**src/rtl/sdrx_pkg.sv**
```systemverilog
// Shared types and helpers for the SD data-block receiver.
// - state_e          : receiver FSM states
// - W1/W4/W8         : lane-width encodings
// - CRC_POLY/CRC_LEN : per-lane CRC16 parameters
// - lane_mask/edges_per_word/shift_word : width-dependent decode helpers
package sdrx_pkg;

  typedef enum logic [2:0] {
    StIdle,
    StWaitStart,
    StData,
    StCrc,
    StStop,
    StHalt
  } state_e;

  localparam logic [1:0]  W1       = 2'b00;
  localparam logic [1:0]  W4       = 2'b01;
  localparam logic [1:0]  W8       = 2'b10;
  localparam logic [15:0] CRC_POLY = 16'h1021;
  localparam int unsigned CRC_LEN  = 16;

  // Width decode: bit0 set means 4 lanes (so 2'b11 is also 4 lanes), else bit1 means 8.
  function automatic logic [7:0] lane_mask(input logic [1:0] width);
    if (width == W1)   return 8'h01;
    else if (width[0]) return 8'h0F;
    else               return 8'hFF;
  endfunction

  function automatic logic [5:0] edges_per_word(input logic [1:0] width);
    if (width == W1)   return 6'd32;
    else if (width[0]) return 6'd8;
    else               return 6'd4;
  endfunction

  // Shift the active lanes into the word, highest lane as MSB of each slice.
  function automatic logic [31:0] shift_word(input logic [31:0] word, input logic [1:0] width,
                                             input logic [7:0] dat);
    if (width == W1)   return {word[30:0], dat[0]};
    else if (width[0]) return {word[27:0], dat[3:0]};
    else               return {word[23:0], dat};
  endfunction

endpackage

```
**src/rtl/sdrx_crc16.sv**
```systemverilog
// One-lane bit-serial CRC16 (init 0, MSB-first).
// Ports: sd_clk/rst_n clock and async active-low reset; i_clr zeroes the
// register; i_step folds i_bit into the CRC; i_shift shifts left by one
// (used while comparing the transmitted CRC); o_msb is the current CRC MSB.
// Priority: clear, then step, then shift.
module sdrx_crc16
  import sdrx_pkg::*;
(
  input  logic sd_clk,
  input  logic rst_n,
  input  logic i_clr,
  input  logic i_step,
  input  logic i_shift,
  input  logic i_bit,
  output logic o_msb
);

  logic [15:0] crc_q, crc_d;

  always_comb begin
    crc_d = crc_q;
    if (i_clr) begin
      crc_d = '0;
    end else if (i_step) begin
      crc_d = {crc_q[14:0], 1'b0} ^ ((i_bit ^ crc_q[15]) ? CRC_POLY : 16'h0000);
    end else if (i_shift) begin
      crc_d = {crc_q[14:0], 1'b0};
    end
  end

  always_ff @(posedge sd_clk or negedge rst_n) begin
    if (!rst_n) crc_q <= '0;
    else        crc_q <= crc_d;
  end

  assign o_msb = crc_q[15];

endmodule

```
**src/rtl/sdrx_frame.sv**
```systemverilog
// SD host-side data-block receiver.
// Samples 1/4/8-lane SDR data on rising sd_clk, detects the start bit,
// assembles MSB-first 32-bit words, checks per-lane CRC16 and the stop bit.
// Ports:
//   sd_clk, rst_n      : clock, async active-low reset
//   i_en               : arm; low aborts any transfer
//   i_width, i_len     : lane width, block length in bytes (multiple of 4)
//   i_dat              : data lanes at the pins
//   o_valid/o_data/o_last : word stream (valid-only, no backpressure)
//   o_done/o_crcerr/o_frmerr : block-end pulse and status
//   o_timeout          : no start bit within 2^LGTIMEOUT-1 cycles
//   o_busy             : not in IDLE or HALT
// All outputs are registered.
module sdrx_frame
  import sdrx_pkg::*;
#(
  parameter int unsigned LGTIMEOUT = 16
) (
  input  logic        sd_clk,
  input  logic        rst_n,
  input  logic        i_en,
  input  logic [1:0]  i_width,
  input  logic [11:0] i_len,
  input  logic [7:0]  i_dat,
  output logic        o_valid,
  output logic [31:0] o_data,
  output logic        o_last,
  output logic        o_done,
  output logic [7:0]  o_crcerr,
  output logic        o_frmerr,
  output logic        o_timeout,
  output logic        o_busy
);

  state_e               state_q, state_d;
  logic [9:0]           wcnt_q, wcnt_d;
  logic [5:0]           bcnt_q, bcnt_d;
  logic [LGTIMEOUT-1:0] tcnt_q, tcnt_d;
  logic [1:0]           width_q, width_d;
  logic [31:0]          word_q, word_d;
  logic [7:0]           acc_q, acc_d;
  logic                 valid_q, valid_d;
  logic [31:0]          data_q, data_d;
  logic                 last_q, last_d;
  logic                 done_q, done_d;
  logic [7:0]           crcerr_q, crcerr_d;
  logic                 frmerr_q, frmerr_d;
  logic                 timeout_q, timeout_d;
  logic                 busy_q, busy_d;

  logic                 enter_ws;
  logic [7:0]           mask;
  logic [7:0]           crc_clr, crc_step, crc_shift, crc_msb;

  assign mask = lane_mask(width_q);

  always_comb begin
    state_d   = state_q;
    wcnt_d    = wcnt_q;
    bcnt_d    = bcnt_q;
    tcnt_d    = tcnt_q;
    width_d   = width_q;
    word_d    = word_q;
    acc_d     = acc_q;
    data_d    = data_q;
    crcerr_d  = crcerr_q;
    frmerr_d  = frmerr_q;
    valid_d   = 1'b0;
    last_d    = 1'b0;
    done_d    = 1'b0;
    timeout_d = 1'b0;
    enter_ws  = 1'b0;

    case (state_q)
      StIdle: begin
        if (i_en) begin
          state_d  = StWaitStart;
          enter_ws = 1'b1;
        end
      end
      StWaitStart: begin
        if (!i_en) begin
          state_d = StIdle;
        end else if (!i_dat[0]) begin
          // Start bit beats a simultaneous timeout terminal count.
          state_d = StData;
          bcnt_d  = edges_per_word(width_q);
        end else begin
          tcnt_d = tcnt_q + 1'b1;
          if (&tcnt_d) begin
            timeout_d = 1'b1;
            state_d   = StHalt;
          end
        end
      end
      StData: begin
        if (!i_en) begin
          state_d = StIdle;
        end else begin
          word_d = shift_word(word_q, width_q, i_dat);
          if (bcnt_q == 6'd1) begin
            valid_d = 1'b1;
            data_d  = word_d;
            last_d  = (wcnt_q == 10'd1);
            wcnt_d  = wcnt_q - 10'd1;
            if (wcnt_q == 10'd1) begin
              state_d = StCrc;
              bcnt_d  = 6'(CRC_LEN);
            end else begin
              bcnt_d = edges_per_word(width_q);
            end
          end else begin
            bcnt_d = bcnt_q - 6'd1;
          end
        end
      end
      StCrc: begin
        if (!i_en) begin
          state_d = StIdle;
        end else begin
          acc_d = acc_q | ((i_dat ^ crc_msb) & mask);
          if (bcnt_q == 6'd1) state_d = StStop;
          else                bcnt_d  = bcnt_q - 6'd1;
        end
      end
      StStop: begin
        if (!i_en) begin
          state_d = StIdle;
        end else begin
          done_d   = 1'b1;
          crcerr_d = acc_q;
          frmerr_d = |(~i_dat & mask);
          state_d  = StWaitStart;
          enter_ws = 1'b1;
        end
      end
      StHalt: begin
        if (!i_en) state_d = StIdle;
      end
      default: state_d = StIdle;
    endcase

    // Per-block re-initialisation; width is captured here too so a mid-block
    // width change cannot desynchronise the edge counter from the lane mask.
    if (enter_ws) begin
      wcnt_d  = 10'(i_len >> 2);
      tcnt_d  = '0;
      width_d = i_width;
      acc_d   = '0;
    end
    // Status is held across back-to-back blocks and dropped only on a fresh arm.
    if (enter_ws && state_q == StIdle) begin
      crcerr_d = '0;
      frmerr_d = 1'b0;
    end

    busy_d = (state_d != StIdle) && (state_d != StHalt);
  end

  assign crc_clr   = {8{enter_ws}} | ~mask;
  assign crc_step  = (state_q == StData && i_en) ? mask : 8'h00;
  assign crc_shift = (state_q == StCrc && i_en) ? mask : 8'h00;

  for (genvar k = 0; k < 8; k++) begin : g_lane
    sdrx_crc16 u_crc (
      .sd_clk  (sd_clk),
      .rst_n   (rst_n),
      .i_clr   (crc_clr[k]),
      .i_step  (crc_step[k]),
      .i_shift (crc_shift[k]),
      .i_bit   (i_dat[k]),
      .o_msb   (crc_msb[k])
    );
  end

  always_ff @(posedge sd_clk or negedge rst_n) begin
    if (!rst_n) begin
      state_q   <= StIdle;
      wcnt_q    <= '0;
      bcnt_q    <= '0;
      tcnt_q    <= '0;
      width_q   <= W1;
      word_q    <= '0;
      acc_q     <= '0;
      valid_q   <= 1'b0;
      data_q    <= '0;
      last_q    <= 1'b0;
      done_q    <= 1'b0;
      crcerr_q  <= '0;
      frmerr_q  <= 1'b0;
      timeout_q <= 1'b0;
      busy_q    <= 1'b0;
    end else begin
      state_q   <= state_d;
      wcnt_q    <= wcnt_d;
      bcnt_q    <= bcnt_d;
      tcnt_q    <= tcnt_d;
      width_q   <= width_d;
      word_q    <= word_d;
      acc_q     <= acc_d;
      valid_q   <= valid_d;
      data_q    <= data_d;
      last_q    <= last_d;
      done_q    <= done_d;
      crcerr_q  <= crcerr_d;
      frmerr_q  <= frmerr_d;
      timeout_q <= timeout_d;
      busy_q    <= busy_d;
    end
  end

  assign o_valid   = valid_q;
  assign o_data    = data_q;
  assign o_last    = last_q;
  assign o_done    = done_q;
  assign o_crcerr  = crcerr_q;
  assign o_frmerr  = frmerr_q;
  assign o_timeout = timeout_q;
  assign o_busy    = busy_q;

endmodule

```
**config.mk**
```make
export PLATFORM = sky130hd
export DESIGN_NAME = sdrx_frame
export DESIGN_NICKNAME = d
export VERILOG_FILES = /design/src/rtl/sdrx_pkg.sv /design/src/rtl/sdrx_crc16.sv /design/src/rtl/sdrx_frame.sv
export SDC_FILE = /design/constraint.sdc
export NUM_CORES = 1
export LEC_CHECK = 0
export BUFFER_PORTS_ARGS = -buffer_cell sky130_fd_sc_hd__buf_2
export CORE_MARGIN = 8
export CORE_UTILIZATION = 55
export CTS_CLUSTER_SIZE = 10
export DETAILED_ROUTE_END_ITERATION = 12
export PLACE_DENSITY = 0.73
export SKIP_LAST_GASP = 1
export SYNTH_ARGS = -nofsm -noshare
export SYNTH_HDL_FRONTEND = slang
export SYNTH_SLANG_ARGS = --single-unit
export TNS_END_PERCENT = 1
```
**constraint.sdc**
```tcl
create_clock -name sd_clk -period 2.7 [get_ports sd_clk]
set_clock_uncertainty 0.1 [all_clocks]
set_input_delay 0.54 -clock sd_clk [delete_from_list [all_inputs] [get_ports sd_clk]]
set_output_delay 0.54 -clock sd_clk [all_outputs]
set_load 0.01 [all_outputs]
```
==> impl_metrics.json, run 1 <==
{
  "setup_violations": 0,
  "fmax_ghz": 0.425,
  "startpoint_type": "flip-flop",
  "avgSynthCellArea_um2": 9.81,
  "core-area_um2": 19500,
  "drt_iter0_drc": 621,
  "p_int_w": 0.00647,
  "synth_xor_area_share_pct": 2.65,
  "crit_chain": "inv_1 > ha_1 > or4b_4 > nor4_4 > nand3_2 > o211a_1 > a211o_1",
  "overflow": 0,
  "die_y_um": 157,
  "wirelength_um": 22900,
  "tightestPinTransition_ns": 0.605,
  "wl_met3_um": 1100,
  "netlist.top_cell.by_area": "dfrtp_1",
  "fin_cells": 1434,
  "io_pins": 71,
  "drive_gt1_share_pct": 12.6,
  "grt_antenna_before_repair": 0,
  "p_switching_w": 0.00248,
  "power_per_cell_area_nw_per_um2": 719,
  "ys_types": 60,
  "hpwl_um": 14600,
  "initial_utilization_pct": 56.1,
  "finalSetupTns_ns": 0,
  "tritoncts": "built",
  "cts_buffer_depth": 3,
  "numCtsBuffers": 29,
  "syn_inst": 1114,
  "drtAntennaViolNets": 0,
  "dieArea_um2": 24600,
  "routedLengthMet1_um": 10700,
  "ir_worst_vdd_v": 0.000545,
  "p_leak_nw": 5.76,
  "track_usage_pct": 19.2,
  "critPathMaxFanout": 4,
  "grt_max_degree": 82,
  "syn_area_um2": 10900,
  "synth_top_family_by_area": "compound AO/OA/AOI/OAI gates",
  "cp-end-kind": "flip-flop",
  "synth-compound-area-share_pct": 17.2,
  "ctsRootBufferMaster": "clkbuf_16",
  "cts.sinks": 250,
  "viasPerCell": 5.61,
  "cts.clk_slew.worst_paths_ns": 0.05,
  "wl_met2_um": 10500,
  "yosys.area_share.simple_pct": 15.9,
  "pwr-share-comb_pct": 13.7,
  "cts_hold_buf": 1,
  "synth.top_cells.by_area": "dfrtp_1 57%, nand2_1 8.0%, a22o_1 4.6%",
  "slowest_delay_ns": 0.52,
  "synth_ff_type": "dfrtp_1",
  "nNetsFinal": 1196,
  "async_flop_share_pct": 100,
  "pwr-share-clk_pct": 38.7,
  "worstSkewPairLatency_ns": 0.54,
  "htree_levels": 1,
  "place_area_um2": 11600,
  "path_class": "reg2reg",
  "post-cts-setup-buffers": 0,
  "grt_pass1_vias": 7797,
  "seqPwrFrac_pct": 47.6,
  "vias": 8049,
  "highest_layer": "met4",
  "crit_arrival_ns": 2.68,
  "numPlacedInstances": 1398,
  "dr.pass1.iters": 5,
  "hold_viol": 0,
  "swShare_pct": 27.7,
  "synth_fa_ha_area_share_pct": 0.687,
  "final_max_slew_viol_count": 0,
  "diodes": 0,
  "grt_first_pass_wirelength_um": 39300,
  "worstPathRequired_ns": 3.02,
  "worst_slack_ns": 0.345,
  "synth_top_area_share_pct": 57.3,
  "period_minus_slack_ns": 2.35,
  "die_w_um": 157,
  "design_area_um2": 12500,
  "num-fill-cells": 1560,
  "maxCapViolCount": 0,
  "cts.repair.resized": 0,
  "ys_seq_area_share_pct": 57.3,
  "timing.final.crit_share_pct": 87.2,
  "wl_per_cell_um": 16.0,
  "drcViolationCount": 0,
  "gp_congestion": 0.830,
  "grt_setup_unrepaired": "no",
  "synth_fp_nets": 1145,
  "status": "completed",
  "row_count": 51,
  "hp-class": "in2reg",
  "port_buffers": 68,
  "synth_enable_flop_cells": 0,
  "ys_seq_elements": 250,
  "synthMuxAreaShare_pct": 3.03,
  "place_ws_ns": 0.255,
  "ys_warn_count": 0,
  "slew_headroom_pct": 59.5,
  "crit_slowest_cell": "or4b_4",
  "area_growth_pct": 14.0,
  "power_w": 0.00895
}
## per-layer routing
layer	vias up	global-route usage (%)
li1	3948	-
met1	3919	27.2
met5	-	0
met4	0	5.77
met2	140	30.0
met3	42	3.07
## worst max-delay path, delay by kind of cell (launching register included)
kind | cells | cell delay, ns
DFF | 1 | 0.39
AOI/OAI and AO/OA | 2 | 0.47
adders and majority gates | 1 | 0.21
and+or+nand+nor | 3 | 0.98
buffers and inverters | 1 | 0.10
## power groups by stage
stage	Sequential (W)	Clock, W	Combinational (W)
2_1_floorplan	0.00423	0	0.000852
3_3_place_gp	0.00431	0	0.00119
3_5_place_dp	0.00432	0	0.00122
4_1_cts	0.00425	0.00355	0.00123
5_1_grt	0.00429	0.00370	0.00140
6_report	0.00426	0.00347	0.00122
## cells in the final DEF, fill, tap and decap left out, drive strengths merged, types with 5 or more instances in the layout
master,n
nor4,7
and2,6
ha,6
o31ai,8
o21a,5
nand4,7
nand2,234
nor2,80
nor3,11
a21oi,99
o21ai,93
a22o,57
buf,96
xor2,21
a31oi,8
clkbuf,33
and3,7
a211oi,9
dfrtp,250
mux2i,32
xnor2,12
inv,15
nand3,22
## path summary, 6_finish.rpt
kind	startpoint	end	slack, ns	cells after the start
setup / recovery	bcnt_q[1]	wcnt_q[7]	0.35	7
hold / removal	i_len[5]	wcnt_q[3]	0.12	3
setup reg to reg	bcnt_q[1]	wcnt_q[7]	0.35	7
hold reg to reg	o_data[22]	o_data[22]	0.37	2
max in group asynchronous	rst_n	word_q[16]	1.34	3
min in group asynchronous	rst_n	g_lane[3].u_crc.crc_q[6]	0.47	2
## cells in the mapped netlist (4+ instances only)
cell type,number
and2_1,6
or3_1,4
and3_1,7
nor3_1,11
nor4_1,6
a211oi_1,9
clkbuf_1,58
a31oi_1,8
a22o_1,57
nor2_1,79
xnor2_1,12
ha_1,6
nand3_1,21
nand2_1,234
o21a_1,5
xor2_1,21
buf_2,13
a21oi_1,99
o21ai_0,91
mux2i_1,32
nand4_1,6
inv_1,14
dfrtp_1,250
o31ai_1,8
buf_1,6
## flip-flops by register name (all words and copies together) (netlist names), 2 cells and up
register,flops
bcnt_q,6
width_q,2
o_data,32
wcnt_q,10
acc_q,8
word_q,31
g_lane.u_crc.crc_q,128
state_q,3
o_crcerr,8
tcnt_q,16
## per-stage QoR
step           util (%)  hold slack (ns)
2_1_floorplan         -            0.144
4_1_cts            64.0            0.101
6_report           64.0            0.119
3_5_place_dp       59.8            0.355
5_1_grt            64.0            0.123
3_3_place_gp       59.8            0.348
## kinds of logic after synthesis
family                   Yosys count
AO/OA/AOI/OAI                    303
XOR/XNOR                          33
adder cells (fa/ha/maj)            6
buffers and inverters             91
flip-flops                       250
multiplexers                      33
AND/OR/NAND/NOR                  398
## cell type report
cell class / count / area (um2) / share of cell area, %
Inverter: 14 / 52.6 / 0.422
Clock inverter: 2 / 50.0 / 0.402
Tap cell: 265 / 332 / 2.66
Sequential cell: 250 / 6260 / 50.2
Multi-Input combinational cell: 773 / 4340 / 34.9
Timing Repair Buffer: 97 / 658 / 5.28
Clock buffer: 33 / 761 / 6.11
(Power assumes the default switching activity.)
==> inputs of run 2 (changes only) <==
CAP_MARGIN = 30   (was not set)
MAX_ROUTING_LAYER = met4   (was not set)
SKIP_LAST_GASP = not set   (was 1)
==> run 2 against run 1 <==
Against the previous run: first-iteration DRC count grew 3.4%; via count up 0.15%; global-route usage up 0.52 points; setup slack worse by 0.0037 ns; critical endpoint unchanged.
==> impl_metrics.json, run 2 (synthesized netlist as in run 1, its figures left out) <==
{
  "design_area_um2": 12500,
  "drcViolationCount": 0,
  "ctsRootBufferMaster": "clkbuf_16",
  "layout_common_cells": "249 x dfrtp_1, 232 x nand2_1, 99 x a21oi_1",
  "port_buffers": 68,
  "nNetsFinal": 1196,
  "drt_iter0_drc": 642,
  "timing.final.crit_share_pct": 87.4,
  "slew_headroom_pct": 59.4,
  "vias": 8061,
  "tightestPinTransition_ns": 0.607,
  "critPathMaxFanout": 4,
  "post-cts-setup-buffers": 0,
  "cts.repair.resized": 0,
  "crit_slowest_cell": "or4b_4",
  "die_w_um": 157,
  "io_pins": 71,
  "grt_use_met2_pct": 30.0,
  "wl_per_cell_um": 16.0,
  "grt_setup_unrepaired": "no",
  "ir_worst_vdd_v": 0.000545,
  "seqCellArea_um2": 6260,
  "crit_chain": "inv_1 > ha_1 > or4b_4 > nor4_4 > nand3_2 > o211a_1 > a211o_1",
  "core-area_um2": 19500,
  "p_leak_nw": 5.76,
  "grt_max_degree": 82,
  "numPlacedInstances": 1398,
  "power_per_cell_area_nw_per_um2": 720,
  "slowest_delay_ns": 0.51,
  "worstSkewPairLatency_ns": 0.54,
  "worstPathRequired_ns": 3.03,
  "die_y_um": 157,
  "multiInputGateArea_um2": 4340,
  "viasPerCell": 5.62,
  "maxCapViolCount": 0,
  "grt_pass1_vias": 7804,
  "setup_violations": 0,
  "cts.sinks": 250,
  "largest_reg_flops": 128,
  "num-fill-cells": 1560,
  "track_usage_pct": 19.7,
  "mostFrequentLayoutCell": "dfrtp_1",
  "cts.clk_slew.worst_paths_ns": 0.05,
  "startpoint_type": "flip-flop",
  "htree_levels": 1,
  "diodes": 0,
  "dr.pass1.iters": 5,
  "crit_arrival_ns": 2.68,
  "fin_cells": 1434,
  "overflow": 0,
  "finalSetupTns_ns": 0,
  "initial_utilization_pct": 56.1,
  "dieArea_um2": 24600,
  "fmax_ghz": 0.424,
  "top_usage_layer": "met2",
  "hp-class": "in2reg",
  "grtUsageMet3_pct": 3.02,
  "area_growth_pct": 14.0,
  "tritoncts": "built",
  "row_count": 51,
  "drive_gt1_share_pct": 12.6,
  "period_minus_slack_ns": 2.36,
  "largest-register": "g_lane.u_crc.crc_q",
  "grt_antenna_before_repair": 0,
  "cts_buffer_depth": 3,
  "critPathTopFamily": "simple AND/OR/NAND/NOR gates",
  "grt_first_pass_wirelength_um": 39200,
  "numCtsBuffers": 29,
  "grt_util_met1_pct": 27.2,
  "cp-end-kind": "flip-flop",
  "hpwl_um": 14600,
  "final_max_slew_viol_count": 0,
  "gp_congestion": 0.843,
  "path_class": "reg2reg",
  "place_area_um2": 11600,
  "drtAntennaViolNets": 0,
  "status": "completed",
  "path_buf_inv": 1,
  "hold_viol": 0,
  "wirelength_um": 22900
}
==> run 2: cell counts in the layout (fill, tap and decap cells not counted) <==
Identical to the previous run, type by type.
==> run 2: worst paths after layout <==
kind	startpoint	to	slack [ns]	depth (start not counted)
max in group asynchronous	rst_n	width_q[0]	1.34	3
worst max register to register	bcnt_q[1]	wcnt_q[7]	0.34	7
worst min register to register	o_data[22]	o_data[22]	0.37	2
worst max-delay path	bcnt_q[1]	wcnt_q[7]	0.34	7
min in group asynchronous	rst_n	g_lane[3].u_crc.crc_q[6]	0.47	2
worst min-delay path	i_len[5]	wcnt_q[3]	0.12	3
==> run 2: routing by layer <==
layer  part of all wire [%]  up-vias
li1                       -     3950
met1                     47     3924
met2                     46      143
met3                    4.5       44
met4                    2.5        0
met5                      0        -
==> run 2: tightest hold or removal path: cells and delay by family <==
family,cells,cell delay (ns)
buffers and inverters,1,0.08
AOI/OAI and AO/OA,1,0.06
and+or+nand+nor,1,0.04
==> run 2: power breakdown <==
group | leakage [nW] | switching (W) | internal (W)
combinational | 1.92 | 0.000787 | 0.000437
clock | 0.398 | 0.00142 | 0.00206
sequential | 3.44 | 0.000282 | 0.00398
==> run 2: repair_timing <==
item / in CTS / in global routing
setup endpoints to repair: 0 / 0
hold endpoints to repair: 70 / 0
hold buffers: 1 / 0
==> run 2: area by class of cell <==
| cell class | count | share of cell area, % |
|---|---|---|
| Clock inverter | 2 | 0.402 |
| Inverter | 14 | 0.422 |
| Sequential cell | 250 | 50.2 |
| Tap cell | 265 | 2.66 |
| Clock buffer | 33 | 6.11 |
| Multi-Input combinational cell | 773 | 34.9 |
| Timing Repair Buffer | 97 | 5.28 |
==> run 2: stage by stage <==
stage / total power [W] / setup slack [ns] / utilization, % / hold WS, ns
floorplan: 0.00508 / 0.514 / - / 0.144
global placement: 0.00550 / 0.304 / 59.8 / 0.348
detailed placement: 0.00554 / 0.255 / 59.8 / 0.355
CTS: 0.00904 / 0.329 / 64.0 / 0.101
global route: 0.00939 / 0.205 / 64.0 / 0.123
finish: 0.00896 / 0.342 / 64.0 / 0.118
==> inputs of run 3 (changes only) <==
CORE_UTILIZATION = 45   (was 55)
PLACE_DENSITY = not set   (was 0.73)
clock period = 3 ns   (was 2.7 ns; I/O delays follow)
==> run 3 against run 2 <==
Against the previous run: first-iteration DRC count grew 2.8%; hold slack gained 0.052 ns; critical path depth is the same; sequential power fell by 9.9%; routed wire length up 2.3%; cell count is 3.9% higher; via count shrank 1.9%; maximum frequency shrank 3.5%; non-clock buffer count shrank 4; combinational power down 12%; utilization down 12 points; largest cell class unchanged; largest power group unchanged.
==> impl_metrics.json, run 3 (synthesized netlist as in run 1, its figures left out) <==
{
  "status": "completed",
  "worstSkewPairLatency_ns": 0.53,
  "numCtsBuffers": 29,
  "numPlacedInstances": 1453,
  "layout_common_cells": "249 x dfrtp_1, 232 x nand2_1, 99 x a21oi_1",
  "p_leak_nw": 5.70,
  "cts.sinks": 250,
  "grt_antenna_before_repair": 0,
  "startpoint_type": "flip-flop",
  "cts.repair.resized": 0,
  "tightestPinTransition_ns": 0.729,
  "wirelength_um": 23500,
  "critPathMaxFanout": 6,
  "timing.final.crit_share_pct": 81.5,
  "grt_setup_unrepaired": "no",
  "cts_hold_buf": 1,
  "overflow": 0,
  "cts_buffer_depth": 3,
  "dr.pass1.iters": 5,
  "viasPerCell": 5.31,
  "dieArea_um2": 29500,
  "fmax_ghz": 0.409,
  "htree_levels": 1,
  "ir_worst_vdd_v": 0.000400,
  "gp_congestion": 0.823,
  "final_max_slew_viol_count": 0,
  "hold_viol": 0,
  "track_usage_pct": 16.8,
  "power_per_cell_area_nw_per_um2": 636,
  "finalSetupTns_ns": 0,
  "hpwl_um": 15100,
  "critPathTopFamily": "compound AO/OA/AOI/OAI gates",
  "hp-class": "in2reg",
  "grt_max_degree": 82,
  "die_w_um": 172,
  "fin_cells": 1490,
  "crit_chain": "inv_1 > ha_1 > or4b_4 > o31ai_1 > nor3b_1 > a21oi_1 > o21ai_0",
  "period_minus_slack_ns": 2.44,
  "drtAntennaViolNets": 0,
  "ctsRootBufferMaster": "clkbuf_16",
  "worstPathRequired_ns": 3.30,
  "setup_violations": 0,
  "slowest_delay_ns": 0.62,
  "hold_ws_ns": 0.170,
  "path_class": "reg2reg",
  "crit_slowest_cell": "o31ai_1",
  "io_pins": 71,
  "wl_per_cell_um": 15.7,
  "vias": 7910,
  "port_buffers": 68,
  "die_y_um": 172,
  "drcViolationCount": 0,
  "largest_reg_flops": 128,
  "diodes": 0,
  "drive_gt1_share_pct": 12.1,
  "grt_pass1_vias": 7544,
  "cts.clk_slew.worst_paths_ns": 0.06,
  "final_util_pct": 51.5,
  "tritoncts": "built",
  "slew_headroom_pct": 51.0,
  "area_growth_pct": 13.6,
  "post-cts-setup-buffers": 0,
  "cp-end-kind": "flip-flop",
  "num-fill-cells": 2263,
  "nNetsFinal": 1192,
  "maxCapViolCount": 0,
  "core-area_um2": 24100,
  "largest-register": "g_lane.u_crc.crc_q",
  "path_buf_inv": 1,
  "drt_iter0_drc": 660,
  "crit_arrival_ns": 2.74,
  "mostFrequentLayoutCell": "dfrtp_1",
  "initial_utilization_pct": 45.3,
  "grt_first_pass_wirelength_um": 39800,
  "row_count": 57
}
==> run 3: path summary, 6_finish.rpt <==
check | startpoint | end | depth (start not counted) | slack, ns
worst max-delay path | bcnt_q[1] | bcnt_q[2] | 7 | 0.56
min in group asynchronous | rst_n | tcnt_q[3] | 2 | 0.46
worst min register to register | o_crcerr[7] | o_crcerr[7] | 2 | 0.37
max in group asynchronous | rst_n | g_lane[4].u_crc.crc_q[8] | 3 | 1.45
worst max register to register | bcnt_q[1] | bcnt_q[2] | 7 | 0.56
worst min-delay path | i_len[5] | wcnt_q[3] | 3 | 0.17
==> run 3: tightest hold or removal path: stages <==
cell and delay, ns:
buf_2 0.07, nand2_1 0.03, o21ai_0 0.05
==> run 3: where the power goes <==
| part | switching (W) | internal [W] |
|---|---|---|
| combinational | 0.000688 | 0.000386 |
| clock | 0.00124 | 0.00174 |
| sequential | 0.000260 | 0.00358 |
| total | 0.00219 | 0.00570 |
==> run 3: stage by stage <==
stage / instance area (um2) / power [W] / setup WS, ns
final: 12400 / 0.00790 / 0.555
after global routing: 12400 / 0.00834 / 0.298
after CTS: 12400 / 0.00802 / 0.578
after detailed placement: 11600 / 0.00499 / 0.464
after global placement: 11600 / 0.00497 / 0.500
after floorplan: 10900 / 0.00458 / 0.814
==> run 3: final cells by class <==
cell class                 count  area (um2)  share of cell area, %
timing repair buffer          93         591                   4.76
sequential                   250        6260                   50.4
inverter                      14        52.6                  0.423
clock inverter                 1        5.00                 0.0403
clock buffer                  35         758                   6.11
tap                          324         405                   3.27
multi-input combinational    773        4340                   35.0
==> run 3: per-layer routing <==
layer	up-vias	routed length, um	track usage [%]
li1	3937	-	-
met1	3821	11400	23.9
met2	128	10500	24.8
met3	24	1320	3.35
met4	0	263	3.60
met5	-	0	-
